==> src/rtl/alu_pkg.sv <==
// rtl/alu_pkg.sv - ALU op codes, ALUOp control values and Funct3 constants
package alu_pkg;

    typedef enum logic [3:0] {
        OP_AND = 4'b0000,
        OP_SUB = 4'b0001,
        OP_ADD = 4'b0010,
        OP_BNE = 4'b0011,
        OP_OR  = 4'b0100,
        OP_XOR = 4'b0101,
        OP_BGE = 4'b0110,
        OP_BLT = 4'b0111,
        OP_EQ  = 4'b1000,
        OP_NOP = 4'b1111
    } alu_op_e;

    typedef enum logic [1:0] {
        CTRL_ADDR   = 2'b00,
        CTRL_BRANCH = 2'b01,
        CTRL_RTYPE  = 2'b10,
        CTRL_ITYPE  = 2'b11
    } alu_ctrl_e;

    // Branch funct3 values
    localparam logic [2:0] F3_BEQ = 3'b000;
    localparam logic [2:0] F3_BNE = 3'b001;
    localparam logic [2:0] F3_BLT = 3'b100;
    localparam logic [2:0] F3_BGE = 3'b101;

    // Arithmetic/logic funct3 values
    localparam logic [2:0] F3_ADD = 3'b000;
    localparam logic [2:0] F3_XOR = 3'b100;
    localparam logic [2:0] F3_OR  = 3'b110;
    localparam logic [2:0] F3_AND = 3'b111;

endpackage

==> src/rtl/alu_op_decoder.sv <==
// rtl/alu_op_decoder.sv - combinational ALUOp/Funct3/Funct7[5] to ALU op decode
//   alu_op_i   : ALUOp control class
//   funct3_i   : instruction funct3
//   funct7_5_i : instruction funct7 bit 5 (selects SUB for R-type)
//   op_o       : ALU operation, NOP for unsupported encodings
//   illegal_o  : high when the encoding is unsupported
module alu_op_decoder
    import alu_pkg::*;
(
    input  alu_ctrl_e  alu_op_i,
    input  logic [2:0] funct3_i,
    input  logic       funct7_5_i,
    output alu_op_e    op_o,
    output logic       illegal_o
);

    always_comb begin
        op_o      = OP_NOP;
        illegal_o = 1'b1;
        unique case (alu_op_i)
            CTRL_ADDR: begin
                op_o      = OP_ADD;
                illegal_o = 1'b0;
            end
            CTRL_BRANCH: begin
                illegal_o = 1'b0;
                case (funct3_i)
                    F3_BEQ:  op_o = OP_EQ;
                    F3_BNE:  op_o = OP_BNE;
                    F3_BLT:  op_o = OP_BLT;
                    F3_BGE:  op_o = OP_BGE;
                    default: illegal_o = 1'b1;
                endcase
            end
            CTRL_RTYPE, CTRL_ITYPE: begin
                illegal_o = 1'b0;
                case (funct3_i)
                    // Funct7[5] only distinguishes SUB for register ops; ADDI
                    // immediates can legitimately carry that bit set.
                    F3_ADD:  op_o = (alu_op_i == CTRL_RTYPE && funct7_5_i) ? OP_SUB : OP_ADD;
                    F3_AND:  op_o = OP_AND;
                    F3_OR:   op_o = OP_OR;
                    F3_XOR:  op_o = OP_XOR;
                    default: illegal_o = 1'b1;
                endcase
            end
            default: illegal_o = 1'b1;
        endcase
    end

endmodule

==> src/rtl/alu_issue_stage.sv <==
// rtl/alu_issue_stage.sv - ID/EX issue register with ALU decode, SrcB mux and illegal-op counter
//   clk, reset          : clock, synchronous active-high reset
//   id_valid            : ID holds a valid instruction
//   stall, flush        : hold EX register / insert bubble (flush wins)
//   ALUOp, Funct3,
//   Funct7, ALUSrc      : decode controls
//   RegA, RegB, Imm     : operand sources
//   ex_valid, Operation,
//   SrcA, SrcB,
//   ex_illegal          : registered EX-stage outputs
//   illegal_count       : saturating count of accepted illegal ops
module alu_issue_stage
    import alu_pkg::*;
#(
    parameter int DATA_WIDTH    = 32,
    parameter int OPCODE_LENGTH = 4,
    parameter int CNT_WIDTH     = 8
) (
    input  logic                     clk,
    input  logic                     reset,
    input  logic                     id_valid,
    input  logic                     stall,
    input  logic                     flush,
    input  logic [1:0]               ALUOp,
    input  logic [2:0]               Funct3,
    input  logic [6:0]               Funct7,
    input  logic                     ALUSrc,
    input  logic [DATA_WIDTH-1:0]    RegA,
    input  logic [DATA_WIDTH-1:0]    RegB,
    input  logic [DATA_WIDTH-1:0]    Imm,
    output logic                     ex_valid,
    output logic [OPCODE_LENGTH-1:0] Operation,
    output logic [DATA_WIDTH-1:0]    SrcA,
    output logic [DATA_WIDTH-1:0]    SrcB,
    output logic                     ex_illegal,
    output logic [CNT_WIDTH-1:0]     illegal_count
);

    alu_op_e dec_op;
    logic    dec_illegal;
    logic    unused_funct7;

    assign unused_funct7 = ^{Funct7[6], Funct7[4:0]};

    alu_op_decoder u_decoder (
        .alu_op_i   (alu_ctrl_e'(ALUOp)),
        .funct3_i   (Funct3),
        .funct7_5_i (Funct7[5]),
        .op_o       (dec_op),
        .illegal_o  (dec_illegal)
    );

    logic                  valid_q,   valid_d;
    alu_op_e               op_q,      op_d;
    logic [DATA_WIDTH-1:0] src_a_q,   src_a_d;
    logic [DATA_WIDTH-1:0] src_b_q,   src_b_d;
    logic                  illegal_q, illegal_d;
    logic [CNT_WIDTH-1:0]  count_q,   count_d;

    always_comb begin
        valid_d   = valid_q;
        op_d      = op_q;
        src_a_d   = src_a_q;
        src_b_d   = src_b_q;
        illegal_d = illegal_q;
        count_d   = count_q;
        if (flush || (!stall && !id_valid)) begin
            // Flush and an empty ID slot both load the same bubble.
            valid_d   = 1'b0;
            op_d      = OP_NOP;
            src_a_d   = '0;
            src_b_d   = '0;
            illegal_d = 1'b0;
        end else if (!stall) begin
            valid_d   = 1'b1;
            op_d      = dec_op;
            src_a_d   = RegA;
            src_b_d   = ALUSrc ? Imm : RegB;
            illegal_d = dec_illegal;
            if (dec_illegal && (count_q != {CNT_WIDTH{1'b1}})) begin
                count_d = count_q + 1'b1;
            end
        end
    end

    always_ff @(posedge clk) begin
        if (reset) begin
            valid_q   <= 1'b0;
            op_q      <= OP_NOP;
            src_a_q   <= '0;
            src_b_q   <= '0;
            illegal_q <= 1'b0;
            count_q   <= '0;
        end else begin
            valid_q   <= valid_d;
            op_q      <= op_d;
            src_a_q   <= src_a_d;
            src_b_q   <= src_b_d;
            illegal_q <= illegal_d;
            count_q   <= count_d;
        end
    end

    assign ex_valid      = valid_q;
    assign Operation     = OPCODE_LENGTH'(op_q);
    assign SrcA          = src_a_q;
    assign SrcB          = src_b_q;
    assign ex_illegal    = illegal_q;
    assign illegal_count = count_q;

endmodule

==> config.mk <==
export PLATFORM = sky130hd
export DESIGN_NAME = alu_issue_stage
export DESIGN_NICKNAME = d
export VERILOG_FILES = /design/src/rtl/alu_pkg.sv /design/src/rtl/alu_op_decoder.sv /design/src/rtl/alu_issue_stage.sv
export SDC_FILE = /design/constraint.sdc
export NUM_CORES = 1
export LEC_CHECK = 0
export CORE_UTILIZATION = 30
export DETAILED_ROUTE_END_ITERATION = 10
export DONT_BUFFER_PORTS = 1
export PLACE_DENSITY = 0.55
export SYNTH_ARGS = -nofsm -noshare
export SYNTH_HDL_FRONTEND = slang
export SYNTH_SLANG_ARGS = --single-unit
==> constraint.sdc <==
create_clock -name clk -period 4.35 [get_ports clk]
set_input_delay 0.87 -clock clk [delete_from_list [all_inputs] [get_ports clk]]
set_output_delay 0.87 -clock clk [all_outputs]
set_load 0.1 [all_outputs]
Word level (Yosys, flattened, before mapping)

Index checks and enable logic that the tools add are counted.

Flip-flop bits (word level): 78
Output and inout bits: 78
Word-level logic and storage cells: 39

Add/sub/neg operators: 1
Eq/ne operators: 9
Muxes and demuxes: 8
Bitwise gates (word level): 2
Reductions and logical operators: 13

Operators with widths:

| kind                                          | number |
|---|---|
| 2-to-1 mux 32 bit                             | 1 |
| one-hot mux 4 bit (4 select lines)            | 2 |
| == test 3 bit, second input constant          | 4 |
| one-hot mux 4 bit (3 select lines)            | 1 |
| adder 8 x 1 -> 8 bit, second input constant   | 1 |
| inequality test 8 bit, second input constant  | 1 |
| OR reduction 4 bit                            | 2 |
| == test 2 bit, second input constant          | 2 |
| OR reduction 2 bit                            | 2 |
| == test 3 x 1 -> 1 bit, second input constant | 1 |
| logical AND 1 bit                             | 3 |
| logical NOT 3 bit                             | 1 |
| one-hot mux 1 bit (3 select lines)            | 1 |
| AND reduction 3 bit                           | 1 |
| == test 2 x 1 -> 1 bit, second input constant | 1 |
| logical NOT 1 bit                             | 2 |
| logical NOT 2 bit                             | 1 |
| 2-to-1 mux 1 bit                              | 2 |
| 2-to-1 mux 2 bit                              | 1 |
| inverter 1 bit                                | 2 |
| logical OR 1 bit                              | 1 |

Logic depth before layout (Yosys ltp)

Depth after elaboration: 6
Gate-level depth with buffers: 6

Cells and area by module

A second synthesis with hierarchy kept.

Cells, all modules: 367
Area total of the unflattened synthesis: 3,311.9 sq um

Modules (own cells, without submodules):

| module          | instances | cells an instance | area an instance (sq um) | sequential area each (sq um) |
|---|---|---|---|---|
| alu_issue_stage | 1         | 342               | 3,166.8                  | 1,561.5 |
| alu_op_decoder  | 1         | 25                | 145.1                    | 0.0 |

Least setup slack after synthesis

OpenSTA, ideal clock, no wires.

Path kind: register -> register
Start point: register count_q[0] (netlist: illegal_count[0])
End point: register count_q[2] (netlist: illegal_count[2])
Setup time: 0.123 ns
Arrival time: 2.098 ns
Data required time: 4.227 ns
Path slack: 2.129 ns
Cell stages (with the launch flop): 6
Period minus slack after synthesis: 2.221 ns
Cell sequence: dfxtp_1 ha_1 nand3_1 o21ai_0 a211oi_1 mux2_1

Word-level cells in the longest chain between the ends: 3
Elaborated cells between the ends (all ways): 4
Those cells by class: add/sub (1); eq/ne (1); reduce/logical (2)

RTL lines:

| item                                                                         | RTL line               | RTL |
|---|---|---|
| start, declared                                                              | alu_issue_stage.sv:58  | `logic [CNT_WIDTH-1:0] count_q, count_d;` |
| start signal, assigned                                                       | alu_issue_stage.sv:100 | `count_q <= count_d;` |
| parallel branches: the longest is 3 deep, another holds adder 8 x 1 -> 8 bit | n/a                    |  |

Several ways; the timed one is not identified.
A chain may end at the register's enable or synchronous reset.

Worst setup path in the final report

Start point: register count_q[3] (netlist: illegal_count[3])
End point: register count_q[7] (netlist: illegal_count[7])

Same word-level chain as after synthesis.

==> flow_summary.toml <==
[outcome]
run_status = "finished, final reports clean"

[synthesis]
synth_enable_flop_cells = 0
synth_sequential_area_ratio_pct = 45.9
synthDominantAreaCellType = "dfxtp_1"
synth_top_area_share_pct = 45.9
synthesis.yosys.warnings = 0
ys_seq_elements = 78
synthArstFlopShare_pct = 0
syn-cell-area_um2 = 3400
synthFlopType = "dfxtp_1"
ys_types = 39
post_synth.cell_area_avg_um2 = 9.00
mappedNetlistNets = 493
synth_area_leaders = "dfxtp_1 46%, mux2i_1 19%, nor2_1 11%"
yosys-top-cells-count = "104 x nor2_1, 78 x dfxtp_1, 65 x mux2i_1, 39 x a21oi_1, 15 x clkbuf_1"
synth_instances = 378
post-synth-top-count-cell = "nor2_1"

[sta]
rsz0062_at_grt = "false"
worst-slew-pin-transition_ps = 1130
maxClockFrequency_mhz = 421
period_needed_ps = 2370
clock_skew_ps = 4.20
finalSetupViolations = 0
fin_setup_tns_ps = 0
timing_hold_violations_final = 0
worst_slew_margin_rel_pct = 24.7
fin_crit_sh_pct = 54.6
drv_slew = 0

[grt]
global_route.usage.total_pct = 12.0
grt_antenna_before_repair = 0
pin_count_of_the_biggest_net_entering_global_routing = 110
grt_pass1_wl_um = 10700
grt_pass1_vias = 2311
grt_overflow_total = 0

[die]
floorplan.core_area_um2 = 10900
design.die.area_um2 = 11800
floorplan.initialDensity_pct = 31.1
die_w_um = 108
die_h_um = 108
row_count = 38
top_level_ports = 192

[routing]
drt-wirelength-per-cell_um = 14.3
detailedRoute.firstPassIterationCount = 4
detail_route.vias_per_cell = 4.95
final_antenna_net_count = 0
routed_wl_um = 7310
drt_drc_violations_left = 0
dr.first_iter.drc_count = 111
dr_total_vias = 2529

[clock_tree]
worst_skew_pair.late_latency_ps = 340
clk_pin_slew_worst_paths_ps = 60
tritoncts_clock_tree = "done"
clkSinkCount = 78
post_cts_resized = 0
clock_tree.root_cell = "clkbuf_16"
cts_post_setup_buffers_inserted = 0
clock_path_buffers = 2
numCtsBuffers = 9
ctsHoldBuffers = 0
cts_htree_levels = 3

[worst_setup_path]
cp_max_fo = 7
timing.critical_path.buf_inv = 0
crit_path_max_incr_delay_ps = 1060
worst-endpoint-required_ps = 4580
r2r.worst_path.cells = 4
critPathArrivalTime_ps = 2600
worst_path_max_delay_cell = "dfxtp_1"
crit-reg2reg-capture = "illegal_count[7]"
critPathLaunch = "illegal_count[3]"
criticalPathCategory = "register to register"
worst-r2r-setup-slack_ps = 1980
crit_path_cell_trace = "nand4_1, nand3b_1, a211oi_1, mux2_2"
critical-path-top-delay-family = "flip-flops"
crit_reg_reg_startpoint = "illegal_count[3]"
start_kind = "register"
worstSetupEndpointType = "register"

[place]
io_buffer_count = 0
post_dp_cell_area_um2 = 3490
dp_hpwl_um = 5150
gpl.final_weighted_congestion = 0.780

[min_path]
holdCritStartpoint = "illegal_count[1]"
hold_path_end = "illegal_count[1]"
min_path_cells = 2
worstHoldPathType = "register to register"

[power_and_ir_drop]
p_leak_nw = 1.56
pwrdens_nw_per_um2 = 483
max-vdd-ir-drop_uv = 186

[flow_run]
drv.max_cap_violation_count = 0

[layout]
count_of_nets_after_finishing = 481
fillCellCount = 1138
utilization_pct = 35.2
cell_area_after_layout_um2 = 3850
insertedDiodeCount = 0
share_of_cells_above_drive_strength_1_pct = 7.55
syn2layout_area_growth_pct = 13.2
-- logic make-up after synthesis --
kind of cell             after synthesis  share of synthesized area, %
AND/OR/NAND/NOR                      133                          16.8
flip-flops                            78                          45.9
multiplexers                          72                          21.4
AO/OA/AOI/OAI                         63                          11.5
buffers and inverters                 31                          3.97
adder cells (fa/ha/maj)                1                         0.368
-- tightest hold or removal path, delay by kind of cell, from the launching register on --
| family | cells | cell delay, ps |
|---|---|---|
| multiplexers | 1 | 60 |
| flip-flops | 1 | 340 |
| AND/OR/NAND/NOR | 1 | 90 |
-- through the flow --
stage                     cells  total power [mW]  setup WS (ps)  hold slack, ps
after floorplan             378              1.01           2130             882
after global placement      495             0.994           1970             518
after detailed placement    495             0.997           1980             518
after CTS                   511              1.89           1970             535
after global routing        511              1.93           1840             585
final                       511              1.86           1980             532
-- flip-flops by register name, indices dropped and copies added, names as in the netlist --
register,flops
SrcA,32
SrcB,32
illegal_count,8
Operation,4
ex_illegal,1
ex_valid,1
-- cells in the final DEF (no fill, tap or decap), drive strengths merged, types with 4 or more instances in the layout --
cell type	Yosys	final
mux2	7	7
a21oi	39	39
nor2b	6	6
nand2	6	6
o211ai	4	4
a211oi	4	4
inv	5	5
clkbuf	16	11
nand2b	5	5
o21ai	5	5
nor2	104	104
dfxtp	78	78
mux2i	65	65
-- where the power goes --
group          total [mW]  switching, mW  internal, mW
combinational      0.0961         0.0438        0.0523
sequential          0.883          0.150         0.733
clock               0.882          0.290         0.591
-- routing by layer --
metal	vias to the layer above	GRT usage (%)	part of all wire, %
met5	-	0	0
met4	0	7.82	2.5
met3	12	5.24	10
met2	119	19.3	46
met1	1127	12.8	41
li1	1271	-	-
-- worst max-delay path by stage --
stage / to / slack, ps / depth (start not counted)
finish: illegal_count[7] / 1980 / 4
global route: illegal_count[7] / 1840 / 4
CTS: illegal_count[7] / 1970 / 4
detailed placement: illegal_count[7] / 1980 / 4
global placement: illegal_count[7] / 1970 / 4
floorplan: illegal_count[2] / 2130 / 5
-- layout make-up --
| cell class | instances | area (µm²) | area share, % |
|---|---|---|---|
| well taps | 140 | 175 | 4.55 |
| multi-input cells | 269 | 1720 | 44.6 |
| clock buffers | 11 | 253 | 6.56 |
| flip-flops and latches | 78 | 1560 | 40.5 |
| clock inverters | 5 | 105 | 2.73 |
| repair buffers | 3 | 22.5 | 0.585 |
| inverters | 5 | 18.8 | 0.487 |
Power figures use the tool's default switching activity.
==> RTL edit (same settings) <==
The parameter `OPCODE_LENGTH` goes from 4 to 2.
--- a/src/rtl/alu_issue_stage.sv
+++ b/src/rtl/alu_issue_stage.sv
@@ -13,7 +13,7 @@
     import alu_pkg::*;
 #(
     parameter int DATA_WIDTH    = 32,
-    parameter int OPCODE_LENGTH = 4,
+    parameter int OPCODE_LENGTH = 2,
     parameter int CNT_WIDTH     = 8
 ) (
     input  logic                     clk,
Ports: changed (resized Operation); port bits go from 192 to 190. The function was not compared with the original's and may differ.
==> RTL edit against the unedited design <==
Sequential cell count fell by 2; clock skew rose by 0.0014 ns; via count decreased by 5.3%; power decreased by 13%; final cell count is 4.7% lower; cell area is 7.6% lower; count of clock-buffer cells in the layout did not move; wire length increased by 1.6%; setup slack lost 0.24 ns; area after synthesis is 5.5% lower; critical path type unchanged.
==> RTL edit: results (changes against the unedited design) <==
metric,value,unit,change
via density per instance,4.92,,was 4.95
worst hold path class,input pin to flip-flop,,was flip-flop to flip-flop
hold slack,0.578,ns,was 0.532 ns
most frequent cells after synthesis,"nor2_1, dfxtp_1, mux2i_1, a21oi_1, clkbuf_1",,unchanged
R2R Setup Slk,1.73,ns,was 1.98 ns
GR Util All Layers,12.9,%,was 12.0%
vias in the first global route,2271,,was 2311
"CTS clk-pin slew, worst paths",0.08,ns,was 0.06 ns
Synth cell types,31,,was 39
status,completed,,unchanged
clock skew,0.00555,ns,was 0.00420 ns
Nets,461,,was 481
Hold Startpoint,reset,,was illegal_count[1]
post-synthesis mux area share,20.7,%,was 21.4%
per-cell routed wire length,15.2,um,was 14.3 um
pin count of the biggest net entering global routing,106,,was 110
DP HPWL,5000,um,was 5150 um
fraction of layout cells with a size suffix above 1,7.41,%,was 7.55%
fillers,1079,,was 1138
compound-gate portion of the synthesized area,9.69,%,was 11.5%
Initial DRC Count,135,,was 111
Synth Area in Adders,0.389,%,was 0.368%
WHS Path Cells,1,,was 2
largest cells by area after synthesis,"dfxtp_1, mux2i_1, nor2_1",,unchanged
worst relative slew slack,25.8,%,was 24.7%
Sw Share,27.7,%,was 26.0%
Hold Path End,illegal_count[6],,was illegal_count[1]
Max VDD drop,0.000181,V,was 0.000186 V
register area share after synthesis,47.3,%,was 45.9%
-- RTL edit: cell count changes after synthesis, sizes merged, moves of 4 or more --
cell / before / now
nand2b: 5 / 0
o211ai: 4 / 0
or4: 0 / 4
mux2: 7 / 2
o31ai: 0 / 5
a211oi: 4 / 0
-- RTL edit: power groups by stage --
| stage | logic, mW | registers [mW] | clock network [mW] |
|---|---|---|---|
| global placement | 0.0912 | 0.871 | 0 |
| detailed placement | 0.0949 | 0.871 | 0 |
| global route | 0.105 | 0.857 | 0.732 |
| floorplan | 0.105 | 0.870 | 0 |
| finish | 0.0934 | 0.855 | 0.677 |
| CTS | 0.0949 | 0.855 | 0.705 |
-- RTL edit: how the worst max path moves through the flow --
stage	slack, ns	endpoint	start	cells after the start
5_1_grt	1.58	illegal_count[7]	illegal_count[3]	4
3_3_place_gp	1.80	illegal_count[7]	illegal_count[3]	4
6_report	1.73	illegal_count[7]	illegal_count[3]	4
2_1_floorplan	2.03	illegal_count[5]	illegal_count[0]	6
4_1_cts	1.76	illegal_count[7]	illegal_count[3]	4
3_5_place_dp	1.78	illegal_count[7]	illegal_count[3]	4
-- RTL edit: per-layer routing --
layer / vias up / share of wire [%] / track usage [%]
li1: 1194 / - / -
met1: 1064 / 42 / 14.3
met2: 124 / 48 / 22.1
met3: 12 / 7.8 / 3.77
met4: 0 / 2.4 / 7.54
met5: - / 0 / 0
-- RTL edit: area by class of cell --
class                   count  area share, %
clock inverters             5           3.02
multi-input cells         251           44.0
well taps                 136           4.78
flip-flops and latches     76           42.7
repair buffers              4          0.843
clock buffers              11           4.25
inverters                   4          0.422
-- RTL edit: metrics by stage --
stage,area [um^2],instances,setup WS [ns]
floorplan,3210,357,2.03
global placement,3300,471,1.80
detailed placement,3300,471,1.78
CTS,3560,487,1.76
global route,3560,487,1.58
finish,3560,487,1.73
